<file path="config.mk">
export PLATFORM = sky130hd
export DESIGN_NAME = rr_select_arbiter_flat
export DESIGN_NICKNAME = d
export VERILOG_FILES = /design/src/rtl/rr_select_arbiter_pkg.sv /design/src/rtl/rr_select_arbiter_if.sv /design/src/rtl/rr_select_arbiter_pick.sv /design/src/rtl/rr_select_arbiter.sv /design/src/flat_wrapper.sv
export SDC_FILE = /design/constraint.sdc
export NUM_CORES = 1
export LEC_CHECK = 0
export ABC_CLOCK_PERIOD_IN_PS = 3100
export CAP_MARGIN = 10
export CELL_PAD_IN_SITES_DETAIL_PLACEMENT = 1
export CELL_PAD_IN_SITES_GLOBAL_PLACEMENT = 2
export CORE_MARGIN = 5
export CORE_UTILIZATION = 32
export DETAILED_ROUTE_END_ITERATION = 7
export PLACE_DENSITY_LB_ADDON = 0.08
export SYNTH_ARGS = -nofsm -noshare
export SYNTH_HDL_FRONTEND = slang
export SYNTH_SLANG_ARGS = --single-unit
</file>
<file path="constraint.sdc">
create_clock -name clk -period 3.1 [get_ports clk]
set_input_delay 0.62 -clock clk [delete_from_list [all_inputs] [get_ports clk]]
set_output_delay 0.62 -clock clk [all_outputs]
set_load 0.01 [all_outputs]
</file>
<file path="src/rtl/rr_select_arbiter_pkg.sv">
// Shared types and constants for the round-robin select arbiter.
package rr_select_arbiter_pkg;

    localparam int N_REQ  = 8;
    localparam int HOLD_W = 5;
    localparam int GAP_W  = 3;

    localparam logic [N_REQ-1:0] SEL_IDLE = 8'hFF;

    typedef enum logic [1:0] {
        ST_IDLE  = 2'd0,
        ST_GRANT = 2'd1,
        ST_GAP   = 2'd2
    } state_t;

    // Active-low one-hot decode of an owner index onto the select lines.
    function automatic logic [N_REQ-1:0] sel_decode(input logic [2:0] idx);
        logic [N_REQ-1:0] onehot;
        onehot      = '0;
        onehot[idx] = 1'b1;
        return ~onehot;
    endfunction

endpackage

</file>
<file path="src/rtl/rr_select_arbiter_if.sv">
// Requester-side bus of the select arbiter.
//
// Handshake: a requester holds req[k] high for as long as it wants the
// resource. Ownership begins in the first cycle grant_valid=1 with
// grant_idx=k and lasts until the arbiter drops grant_valid. The owner ends
// its window by asserting done for one cycle (or by dropping req[k]); done is
// only looked at while a grant is held and is ignored otherwise.
interface rr_select_arbiter_if;
    import rr_select_arbiter_pkg::*;

    logic             enable;
    logic [N_REQ-1:0] req;
    logic             done;
    logic [N_REQ-1:0] grant_n;
    logic [2:0]       grant_idx;
    logic             grant_valid;
    logic             timeout;

    modport master (
        output enable, req, done,
        input  grant_n, grant_idx, grant_valid, timeout
    );

    modport slave (
        input  enable, req, done,
        output grant_n, grant_idx, grant_valid, timeout
    );

endinterface

</file>
<file path="src/rtl/rr_select_arbiter_pick.sv">
// Round-robin pick: first set request at or above ptr, wrapping 7 -> 0.
module rr_priority_pick
    import rr_select_arbiter_pkg::*;
(
    input  logic [N_REQ-1:0] req,
    input  logic [2:0]       ptr,
    output logic             found,
    output logic [2:0]       idx
);

    logic [2*N_REQ-1:0] dbl;
    logic [N_REQ-1:0]   rot;
    logic [2:0]         off;

    // Rotate so ptr lands at bit 0, find the lowest set bit, rotate back.
    always_comb begin
        dbl = {req, req} >> ptr;
        rot = dbl[N_REQ-1:0];
        off = '0;
        for (int i = N_REQ - 1; i >= 0; i--) begin
            if (rot[i]) begin
                off = 3'(i);
            end
        end
        found = |req;
        idx   = ptr + off;
    end

endmodule

</file>
<file path="src/rtl/rr_select_arbiter.sv">
// Round-robin owner of an 8-way active-low select, with held grant windows,
// a hold timeout and a break-before-make gap after every release.
module rr_select_arbiter
    import rr_select_arbiter_pkg::*;
#(
    parameter int MAX_HOLD   = 16,
    parameter int GAP_CYCLES = 1
) (
    input  logic                 clk,
    input  logic                 rst_n,
    rr_select_arbiter_if.slave   bus,
    output state_t               dbg_state
);

    localparam logic [HOLD_W-1:0] HOLD_LAST = HOLD_W'(MAX_HOLD - 1);
    localparam logic [GAP_W-1:0]  GAP_LAST  = GAP_W'(GAP_CYCLES - 1);

    state_t             state_q, state_d;
    logic [HOLD_W-1:0]  hold_q, hold_d;
    logic [GAP_W-1:0]   gap_q, gap_d;
    logic [2:0]         ptr_q, ptr_d;
    logic [N_REQ-1:0]   grant_n_q, grant_n_d;
    logic [2:0]         idx_q, idx_d;
    logic               valid_q, valid_d;
    logic               timeout_q, timeout_d;

    logic               pick_found;
    logic [2:0]         pick_idx;

    rr_priority_pick u_pick (
        .req   (bus.req),
        .ptr   (ptr_q),
        .found (pick_found),
        .idx   (pick_idx)
    );

    // Next-state, counters and registered outputs; defaults hold everything
    // except the timeout pulse, which is high only on a forced release.
    always_comb begin
        state_d   = state_q;
        hold_d    = hold_q;
        gap_d     = gap_q;
        ptr_d     = ptr_q;
        grant_n_d = grant_n_q;
        idx_d     = idx_q;
        valid_d   = valid_q;
        timeout_d = 1'b0;
        case (state_q)
            ST_IDLE: begin
                if (bus.enable && pick_found) begin
                    state_d   = ST_GRANT;
                    idx_d     = pick_idx;
                    grant_n_d = sel_decode(pick_idx);
                    valid_d   = 1'b1;
                    hold_d    = '0;
                end
            end
            ST_GRANT: begin
                if (hold_q != '1) begin
                    hold_d = hold_q + 1'b1;
                end
                if (bus.done || !bus.req[idx_q] || !bus.enable || (hold_q == HOLD_LAST)) begin
                    // Only a pure hold expiry counts as a timeout.
                    timeout_d = !bus.done && bus.req[idx_q] && bus.enable;
                    state_d   = ST_GAP;
                    grant_n_d = SEL_IDLE;
                    valid_d   = 1'b0;
                    ptr_d     = idx_q + 1'b1;
                    gap_d     = '0;
                end
            end
            ST_GAP: begin
                if (gap_q == GAP_LAST) begin
                    state_d = ST_IDLE;
                end else begin
                    gap_d = gap_q + 1'b1;
                end
            end
            default: begin
                state_d   = ST_IDLE;
                grant_n_d = SEL_IDLE;
                valid_d   = 1'b0;
            end
        endcase
    end

    // State and output registers; reset forces the selects high at once.
    always_ff @(posedge clk or negedge rst_n) begin
        if (!rst_n) begin
            state_q   <= ST_IDLE;
            hold_q    <= '0;
            gap_q     <= '0;
            ptr_q     <= '0;
            grant_n_q <= SEL_IDLE;
            idx_q     <= '0;
            valid_q   <= 1'b0;
            timeout_q <= 1'b0;
        end else begin
            state_q   <= state_d;
            hold_q    <= hold_d;
            gap_q     <= gap_d;
            ptr_q     <= ptr_d;
            grant_n_q <= grant_n_d;
            idx_q     <= idx_d;
            valid_q   <= valid_d;
            timeout_q <= timeout_d;
        end
    end

    assign bus.grant_n     = grant_n_q;
    assign bus.grant_idx   = idx_q;
    assign bus.grant_valid = valid_q;
    assign bus.timeout     = timeout_q;
    assign dbg_state       = state_q;

endmodule
</file>
<file path="src/flat_wrapper.sv">
// flat-port wrapper written by rule: the top's interface ports become plain ports
module rr_select_arbiter_flat import rr_select_arbiter_pkg::*;
#(
    parameter int MAX_HOLD   = 16,
    parameter int GAP_CYCLES = 1
)
  (clk, rst_n, dbg_state, bus_enable, bus_req, bus_done, bus_grant_n, bus_grant_idx, bus_grant_valid, bus_timeout);
  rr_select_arbiter_if bus_i ();
  input  logic clk;
  input  logic rst_n;
  output state_t dbg_state;
  input wire logic [$bits(bus_i.enable)-1:0] bus_enable;
  input wire logic [$bits(bus_i.req)-1:0] bus_req;
  input wire logic [$bits(bus_i.done)-1:0] bus_done;
  output wire logic [$bits(bus_i.grant_n)-1:0] bus_grant_n;
  output wire logic [$bits(bus_i.grant_idx)-1:0] bus_grant_idx;
  output wire logic [$bits(bus_i.grant_valid)-1:0] bus_grant_valid;
  output wire logic [$bits(bus_i.timeout)-1:0] bus_timeout;
  assign bus_i.enable = bus_enable;
  assign bus_i.req = bus_req;
  assign bus_i.done = bus_done;
  assign bus_grant_n = bus_i.grant_n;
  assign bus_grant_idx = bus_i.grant_idx;
  assign bus_grant_valid = bus_i.grant_valid;
  assign bus_timeout = bus_i.timeout;
  rr_select_arbiter #(.MAX_HOLD(MAX_HOLD), .GAP_CYCLES(GAP_CYCLES)) u_core (.clk(clk), .rst_n(rst_n), .bus(bus_i), .dbg_state(dbg_state));
endmodule
</file>
### Yosys cells after proc, flatten, opt, wreduce, memory -nomap -nowiden

Index checks and enable logic that the tools add are counted.

| word-level totals | value |
|---|---|
| register bits | 26 |
| input port bits | 12 |
| output and inout port bits | 15 |

| cells by class | value |
|---|---|
| add/subtract/negate cells | 4 |
| $lt $le $gt $ge | 3 |
| equality and inequality tests | 9 |
| shift-type cells | 1 |
| mux-type cells | 30 |
| bitwise gates (word level) | 2 |
| reductions and logical operators | 21 |

Operators with widths:

| kind | count |
|---|---|
| 3-bit 2-to-1 mux | 10 |
| 8-bit one-hot mux with 3 select lines | 1 |
| 8-bit 2-to-1 mux | 2 |
| 16-bit by 3-bit right shift with 8-bit output | 1 |
| 3-bit AND reduction | 4 |
| 5-bit 2-to-1 mux | 2 |
| 5-bit one-hot mux with 2 select lines | 1 |
| 3-bit by 4-bit less-than comparator with 1-bit output, second input constant | 2 |
| 2-bit by 1-bit != test with 1-bit output, second input constant | 4 |
| 8-bit NOT | 1 |
| 8-bit OR reduction | 1 |
| 3-bit by 1-bit adder with 3-bit output, second input constant | 2 |
| 1-bit 2-to-1 mux | 6 |
| 2-bit 2-to-1 mux | 3 |
| 2-bit one-hot mux with 3 select lines | 1 |
| 3-bit one-hot mux with 2 select lines | 1 |
| 5-bit by 1-bit adder with 5-bit output, second input constant | 1 |
| 5-bit by 4-bit == test with 1-bit output, second input constant | 1 |
| 5-bit != test, second input constant | 1 |
| 1-bit logical AND | 4 |
| 2-bit AND reduction | 2 |
| 2-bit nonzero test | 2 |
| 3-bit adder | 1 |
| 1-bit binary-select mux with 3-bit select | 1 |
| other kinds (11) | 15 |

### Longest topological paths before layout

Gate-level depths: netlist (run 1).

| logic depth | value |
|---|---|
| depth after elaboration | 17 |
| depth in mapped cells | 14 |

### Cells and area by module

From an unflattened synthesis (run 1), not the netlist that was laid out.

| second synthesis, totals | value |
|---|---|
| cell total of the unflattened synthesis | 214 |
| area, all modules | 2103.3 µm² |

By module, submodules not included:

| module | times used | cells an instance | area each (µm²) | seq. area each (µm²) |
|---|---|---|---|---|
| rr_select_arbiter | 1 | 164 | 1584.0 | 660.6 |
| rr_priority_pick | 1 | 50 | 519.2 | 0.0 |

### Worst setup path before layout (run 1)

Ideal clock, no wire load.

| timing path | value |
|---|---|
| kind | in2reg |
| start | input bus_req[4] |
| end | register u_core.grant_n_q[3], in the netlist u_core.bus.grant_n[3] |
| data arrival time | 3.159 ns |
| path slack | -0.153 ns |
| stages on the path | 12 |
| path through | clkbuf_1 > mux4_2 > or2_2 > a311oi_1 > nor3_1 > ha_1 > inv_1 > fa_1 > nand2b_1 > nor3_1 > o221a_2 > a211oi_1 |

| on the way | value |
|---|---|
| cells in the longest elaborated chain, start to end | 17 |

RTL lines:

| item | RTL line | text |
|---|---|---|
| start: declaration | flat_wrapper.sv:13 | `input wire logic [$bits(bus_i.req)-1:0] bus_req;` |
| 16-bit by 3-bit right shift with 8-bit output | rr_select_arbiter_pick.sv:17 | `dbl = {req, req} >> ptr;` |
| 3-bit 2-to-1 mux (8 in series) | rr_select_arbiter_pick.sv:21 | `if (rot[i]) begin` |
| 3-bit adder | rr_select_arbiter_pick.sv:26 | `idx = ptr + off;` |
| 3-bit by 4-bit less-than comparator with 1-bit output (implied by the code) / 3-bit by 1-bit >= comparator with 1-bit output (equally long branches) | rr_select_arbiter_pkg.sv:20 | `onehot[idx] = 1'b1;` |
| 1-bit logical AND (implied by the code) | rr_select_arbiter_pkg.sv:20 |  |
| 1-bit 2-to-1 mux (implied by the code) | rr_select_arbiter_pkg.sv:20 |  |
| 1-bit demux with 3-bit select | n/a |  |
| 8-bit NOT | rr_select_arbiter_pkg.sv:21 | `return ~onehot;` |
| 8-bit 2-to-1 mux | rr_select_arbiter.sv:50 | `if (bus.enable && pick_found) begin` |
| 8-bit one-hot mux with 3 select lines | rr_select_arbiter.sv:48 | `case (state_q)` |
| end signal: assignment | rr_select_arbiter.sv:103 | `grant_n_q <= grant_n_d;` |
| end: declaration | rr_select_arbiter.sv:22 | `logic [N_REQ-1:0] grant_n_q, grant_n_d;` |

Several ways; a longest one is shown, not always the timed one. The select of a mux whose other input is x is not followed.
A chain may end at the register's enable or synchronous reset.

### Worst setup path after layout (run 1)

| timing path | value |
|---|---|
| start | register u_core.ptr_q[0] |
| end | register u_core.grant_n_q[7], in the netlist u_core.bus.grant_n[7] |

| on the way | value |
|---|---|
| cells in the longest elaborated chain, start to end | 17 |

RTL lines:

| item | RTL line | text |
|---|---|---|
| start: declaration | rr_select_arbiter.sv:21 | `logic [2:0] ptr_q, ptr_d;` |
| start signal: assignment | rr_select_arbiter.sv:102 | `ptr_q <= ptr_d;` |
| 16-bit by 3-bit right shift with 8-bit output | rr_select_arbiter_pick.sv:17 |  |
| 3-bit 2-to-1 mux (8 in series) | rr_select_arbiter_pick.sv:21 |  |
| 3-bit adder (*) | rr_select_arbiter_pick.sv:26 |  |
| 3-bit by 4-bit less-than comparator with 1-bit output (implied by the code) / 3-bit by 1-bit >= comparator with 1-bit output (equally long branches) | rr_select_arbiter_pkg.sv:20 |  |
| 1-bit logical AND (implied by the code) | rr_select_arbiter_pkg.sv:20 |  |
| 1-bit 2-to-1 mux (implied by the code) | rr_select_arbiter_pkg.sv:20 |  |
| 1-bit demux with 3-bit select (*) | n/a |  |
| 8-bit NOT (*) | rr_select_arbiter_pkg.sv:21 |  |
| 8-bit 2-to-1 mux (*) | rr_select_arbiter.sv:50 |  |
| 8-bit one-hot mux with 3 select lines (*) | rr_select_arbiter.sv:48 |  |

Mark *: on every way between the ends. The rest lies on a longest branch, timed or not. The select of a mux whose other input is x is not followed.

==> results of run 1 <==
what timing repair did:
action                     CTS  global route
setup endpoints to repair   10             9
buffers inserted             4             2
gates resized for setup     40            13
hold buffers                 0             0
pin swaps                   12             9
sequential cells by signal (all words and copies together) (netlist names):
register,cells
u_core.bus.grant_idx,3
u_core.bus.grant_n,8
u_core.bus.grant_valid,1
u_core.bus.timeout,1
u_core.dbg_state,2
u_core.gap_q,3
u_core.hold_q,5
u_core.ptr_q,3
layout make-up:
| class | instances | share of cell area |
|---|---|---|
| multi-input combinational | 167 | 0.502 |
| sequential | 26 | 0.222 |
| timing repair buffer | 72 | 0.206 |
| tap | 77 | 0.0322 |
| inverter | 12 | 0.0151 |
| clock buffer | 3 | 0.0138 |
| clock inverter | 1 | 0.0100 |
critical path, cell delays in order (launching register included):
cell      delay (ns)
dfrtp_2         0.46
buf_6           0.13
buf_6           0.08
mux4_2          0.52
nand3b_1        0.11
a31oi_1         0.10
a311oi_2        0.28
nor3_2          0.06
ha_2            0.17
inv_2           0.05
fa_2            0.48
nand2b_4        0.20
nor3_4          0.14
o221a_2         0.22
a211oi_2        0.05
per-stage QoR:
step | hold slack (ns) | cell area, sq um
floorplan | 0.324 | 2210
global placement | 0.458 | 2760
detailed placement | 0.464 | 2760
CTS | 0.488 | 2920
global route | 0.529 | 2990
finish | 0.483 | 2990
power groups by stage:
stage	sequential, W	combinational [W]	clock, W
after detailed placement	0.000658	0.00175	0
final	0.000648	0.00208	0.000291
after global routing	0.000671	0.00227	0.000313
after global placement	0.000641	0.00168	0
after CTS	0.000649	0.00196	0.000296
after floorplan	0.000627	0.00113	0
placed cells by master, fill, tap and decap left out, types with 8 or more instances in the layout:
| master | instances |
|---|---|
| mux4_2 | 8 |
| dfrtp_1 | 16 |
| buf_4 | 40 |
| o221a_2 | 8 |
| nor2_1 | 13 |
| clkdlybuf4s50_1 | 18 |
| inv_1 | 11 |
| nand2_1 | 17 |
| dfstp_2 | 8 |
| a21oi_1 | 10 |
synthesized netlist by cell type (6+ instances only):
master | instances | area share
o221a_2 | 8 | 0.042
a21oi_1 | 10 | 0.023
ha_1 | 7 | 0.041
inv_1 | 12 | 0.021
nand2b_1 | 6 | 0.018
dfrtp_1 | 18 | 0.21
mux2i_1 | 7 | 0.033
buf_2 | 6 | 0.014
dfstp_2 | 8 | 0.098
o21ai_0 | 7 | 0.016
mux4_2 | 8 | 0.084
nand2_1 | 18 | 0.032
a211oi_1 | 11 | 0.039
nor3_1 | 13 | 0.030
nor2_1 | 14 | 0.025
cell families after synthesis:
logic type	share of synthesized area
flip-flops	0.308
buffers and inverters	0.0648
AO/OA/AOI/OAI	0.251
XOR/XNOR	0.0245
AND/OR/NAND/NOR	0.169
adder cells (fa/ha/maj)	0.0502
multiplexers	0.132
metal layers:
layer | up-vias | global-route usage | part of all wire
li1 | 959 | - | -
met1 | 1008 | 0.201 | 0.44
met2 | 32 | 0.288 | 0.52
met3 | 4 | 0.0311 | 0.034
met4 | 0 | 0.0223 | 0.0047
met5 | - | 0 | 0
how the worst max path moves through the flow:
| stage | slack, ns | from | to | depth (start not counted) |
|---|---|---|---|---|
| floorplan | 0.0004 | bus_req[2] | u_core.bus.grant_idx[2] | 13 |
| global placement | -0.57 | bus_req[1] | u_core.bus.grant_n[3] | 14 |
| detailed placement | -0.69 | bus_req[1] | u_core.bus.grant_n[3] | 14 |
| CTS | -0.07 | u_core.ptr_q[0] | u_core.bus.grant_idx[2] | 13 |
| global route | -0.16 | u_core.ptr_q[0] | u_core.bus.grant_idx[2] | 14 |
| finish | -0.03 | u_core.ptr_q[0] | u_core.bus.grant_n[7] | 14 |
==> flow_summary.ini, run 1 <==
[routing]
drt_iter0_drc = 54
wl_um = 6530
dr.pass1.iters = 4
drcViolationCount = 0
wl_per_cell_um = 18.2
antenna_left = 0
vias = 2003
avgViaCountPerCell = 5.59

[status]
status = finished, violations left
violations = negative setup slack

[global_route]
grt_max_degree = 27
overflow = 0
antenna_found_initial = 0
grt_pass1_wl_um = 11100
grt_pass1_vias = 2152
grtUsageTotal = 0.159

[sta]
min_period_ns = 3.13
max_freq_ghz = 0.320
tightest_slew_ns = 0.586
fin_tns_setup_ns = -0.0266
slew-limit-headroom = 0.609
rsz0062_at_grt = true
skew_ns = 0.00691
fin_ws_ns = -0.0266
drv_slew = 0
finalSetupViolations = 1
period_share = 1.01
finalHoldViolations = 0

[power_and_ir_drop]
power.share.sequential = 0.215
p_clk_frac = 0.096
power.leakage_nw = 1.23
power_switching_w = 0.00131
peakVddDrop_mv = 0.395
switching_share = 0.435
finalPower_w = 0.00302
p_int_w = 0.00171
p_per_area_nw_per_um2 = 1010
combPwrFrac = 0.689

[layout]
antenna_cells = 0
fillers = 723
drive_above_1_share = 0.423
stdcell_count = 358
register_area_sq_um = 663
fin_util = 0.466
fin_nets = 302
syn2layout_area_growth_pct = 39.6
multiInputGateArea_sq_um = 1500

[clocking]
cts_tree = built
cts-buffers-inserted = 3
h-tree-depth = 1
cts_sinks = 26
path_clk_slew_ns = 0.10
clk_root_buffer_cell = clkbuf_8
clk_latency_ns = 0.28
clock_path_buffers = 2

[synth]
yosysSeqAreaShare = 0.308
synth.net_count = 240
syn_area_per_cell_sq_um = 9.75
yosys.cell_types.count = 57
ys_warn_count = 0
async_flop_share = 1.00
ys_ff_latch = 26
syn_inst = 220
syn_area_sq_um = 2140
ys.flop_type = dfrtp_1
synth_edf_count = 0

[setup_path]
r2r_cells = 14
r2r_end = u_core.bus.grant_n[7]
crit_path_end_kind = flip-flop
criticalPathCategory = reg -> reg
arrival_ns = 3.33
worstPathRequired_ns = 3.30
cp_max_fo = 5
cp-start-kind = flip-flop
r2r-start = u_core.ptr_q[0]
reg2reg_slack_ns = -0.03

[die]
io_pins = 27
coreArea_sq_um = 6420
die_w_um = 91.9
initial_utilization = 0.334
std_cell_rows = 29
die_area_sq_um = 8440
die_h_um = 91.9

[min_path]
hold_end = u_core.bus.grant_valid
hold_depth = 1
hold_path.class = reg -> reg
hp-start = u_core.bus.grant_valid

[placed_design]
dp_hpwl_um = 4970
preCtsSetupSlack_ns = -0.692
dp.cells = 348
port_buffers = 26
place_congestion = 0.846

[run]
cap_violations = 0
Note: power is estimated with default switching activity, not from simulation.
==> run 2: changes to the inputs <==
CTS_CLUSTER_SIZE = 25   (was unset)
==> results of run 2 <==
No change in the layout: final DEF, timing and power equal those of run 1.
==> run 3: changes to the inputs <==
SKIP_LAST_GASP = 1   (was unset)
==> flow_summary.ini, run 3 (same netlist as run 1, synthesis figures left out) <==
[setup_path]
cp-start-kind = flip-flop
cp_common_cell = buf_6
arrival_ns = 3.30
path_cells = buf_6 > buf_6 > mux4_2 > nand3b_1 > a31oi_1 > a311oi_2 > nor3_2 > ha_2 > inv_2 > fa_2 > nand2b_4 > nor3_4 > o221a_2 > a211oi_2
cpMaxStageDelayCell = mux4_2
criticalPathCategory = reg -> reg
crit_path_end_kind = flip-flop
worstPathRequired_ns = 3.30
critical_path.max_stage_delay_ns = 0.53
cp_max_fo = 5

[placed_design]
port_buffers = 26
dp.cells = 348
place_congestion = 0.846
dp_hpwl_um = 4970

[sta]
drv_slew = 0
finalSetupViolations = 0
skew_ns = 0.00804
tightest_slew_ns = 0.579
fin_tns_setup_ns = 0
finalHoldViolations = 0
slew-limit-headroom = 0.614
rsz0062_at_grt = true
min_period_ns = 3.10
max_freq_ghz = 0.323
period_share = 0.999

[layout]
stdcell_count = 357
fillers = 718
antenna_cells = 0
fin_util = 0.463
mostFrequentLayoutCell = buf_4
syn2layout_area_growth_pct = 38.6
drive_above_1_share = 0.414
largest_reg_flops = 8
fin_nets = 301
layout_common_cells = 40 x buf_4, 18 x nand2_1, 18 x clkdlybuf4s50_1, 16 x dfrtp_1, 13 x nor2_1

[die]
io_pins = 27
die_w_um = 91.9
initial_utilization = 0.334
std_cell_rows = 29
die_h_um = 91.9
coreArea_sq_um = 6420
die_area_sq_um = 8440

[global_route]
grt_max_degree = 27
antenna_found_initial = 0
grtUsageTotal = 0.159
overflow = 0
grt_pass1_wl_um = 11000
grt_pass1_vias = 2149

[run]
cap_violations = 0

[status]
status = completed

[clocking]
path_clk_slew_ns = 0.10
clk_latency_ns = 0.28
clk_root_buffer_cell = clkbuf_8
h-tree-depth = 1
clock_path_buffers = 2
postCtsHoldBufs = 0
cts_sinks = 26
cts-buffers-inserted = 3
cts_tree = built

[routing]
drcViolationCount = 0
wl_um = 6400
drt_iter0_drc = 57
dr.pass1.iters = 4
vias = 1999
antenna_left = 0
avgViaCountPerCell = 5.60
wl_per_cell_um = 17.9

[power_and_ir_drop]
power.leakage_nw = 1.22
peakVddDrop_mv = 0.395
p_per_area_nw_per_um2 = 988
finalPower_w = 0.00294

[min_path]
hold_path.class = reg -> reg
-- run 3: area by class of cell --
type | count | area [sq um] | share of cell area
clock inverter | 1 | 30.0 | 0.0101
clock buffer | 3 | 41.3 | 0.0139
timing repair buffer | 71 | 603 | 0.203
tap | 77 | 96.3 | 0.0324
multi-input combinational | 167 | 1490 | 0.502
inverter | 12 | 45.0 | 0.0152
sequential | 26 | 663 | 0.223
-- run 3: timing repair --
item,in CTS,in global routing
pin swaps,12,9
buffers inserted,4,1
gates resized for setup,38,11
setup endpoints to repair,10,9
gates cloned,0,0
-- run 3: final timing paths --
| kind | to | slack (ns) | from | depth (start not counted) |
|---|---|---|---|---|
| setup / recovery | u_core.bus.grant_n[7] | 0.002 | u_core.ptr_q[0] | 14 |
| hold / removal | u_core.bus.grant_valid | 0.48 | u_core.bus.grant_valid | 1 |
| max in group asynchronous | u_core.bus.grant_n[0] | 2.09 | rst_n | 2 |
| min in group asynchronous | u_core.hold_q[3] | 0.71 | rst_n | 2 |
| setup reg to reg | u_core.bus.grant_n[7] | 0.002 | u_core.ptr_q[0] | 14 |
| hold reg to reg | u_core.bus.grant_valid | 0.48 | u_core.bus.grant_valid | 1 |
-- run 3: layer usage --
metal / global-route usage / up-vias / wire [um]
met1: 0.202 / 999 / 2860
met5: 0 / - / 0
li1: - / 958 / -
met2: 0.288 / 38 / 3270
met4: 0.0223 / 0 / 31
met3: 0.0295 / 4 / 235
-- run 3: critical path, delay by kind of cell (launching register included) --
kind	cells	cell delay [ns]
simple gates	4	0.50
fa+ha+maj	2	0.64
buf+inv	3	0.26
flops	1	0.46
mux	1	0.53
compound gates	4	0.64
-- run 3: power breakdown --
| group | internal [W] | leakage, nW | switching [W] | total, W |
|---|---|---|---|---|
| sequential | 0.000492 | 0.315 | 0.000155 | 0.000647 |
| combinational | 0.00100 | 0.870 | 0.000992 | 0.00200 |
| clock | 0.000173 | 0.0357 | 0.000120 | 0.000293 |
| total | 0.00167 | 1.22 | 0.00127 | 0.00294 |
-- run 3: through the flow --
stage / hold slack [ns] / setup WS (ns) / area [sq um]
floorplan: 0.324 / 0.000375 / 2210
detailed placement: 0.464 / -0.692 / 2760
CTS: 0.488 / -0.0812 / 2910
finish: 0.485 / 0.00166 / 2970
global route: 0.529 / -0.163 / 2970
global placement: 0.458 / -0.571 / 2760
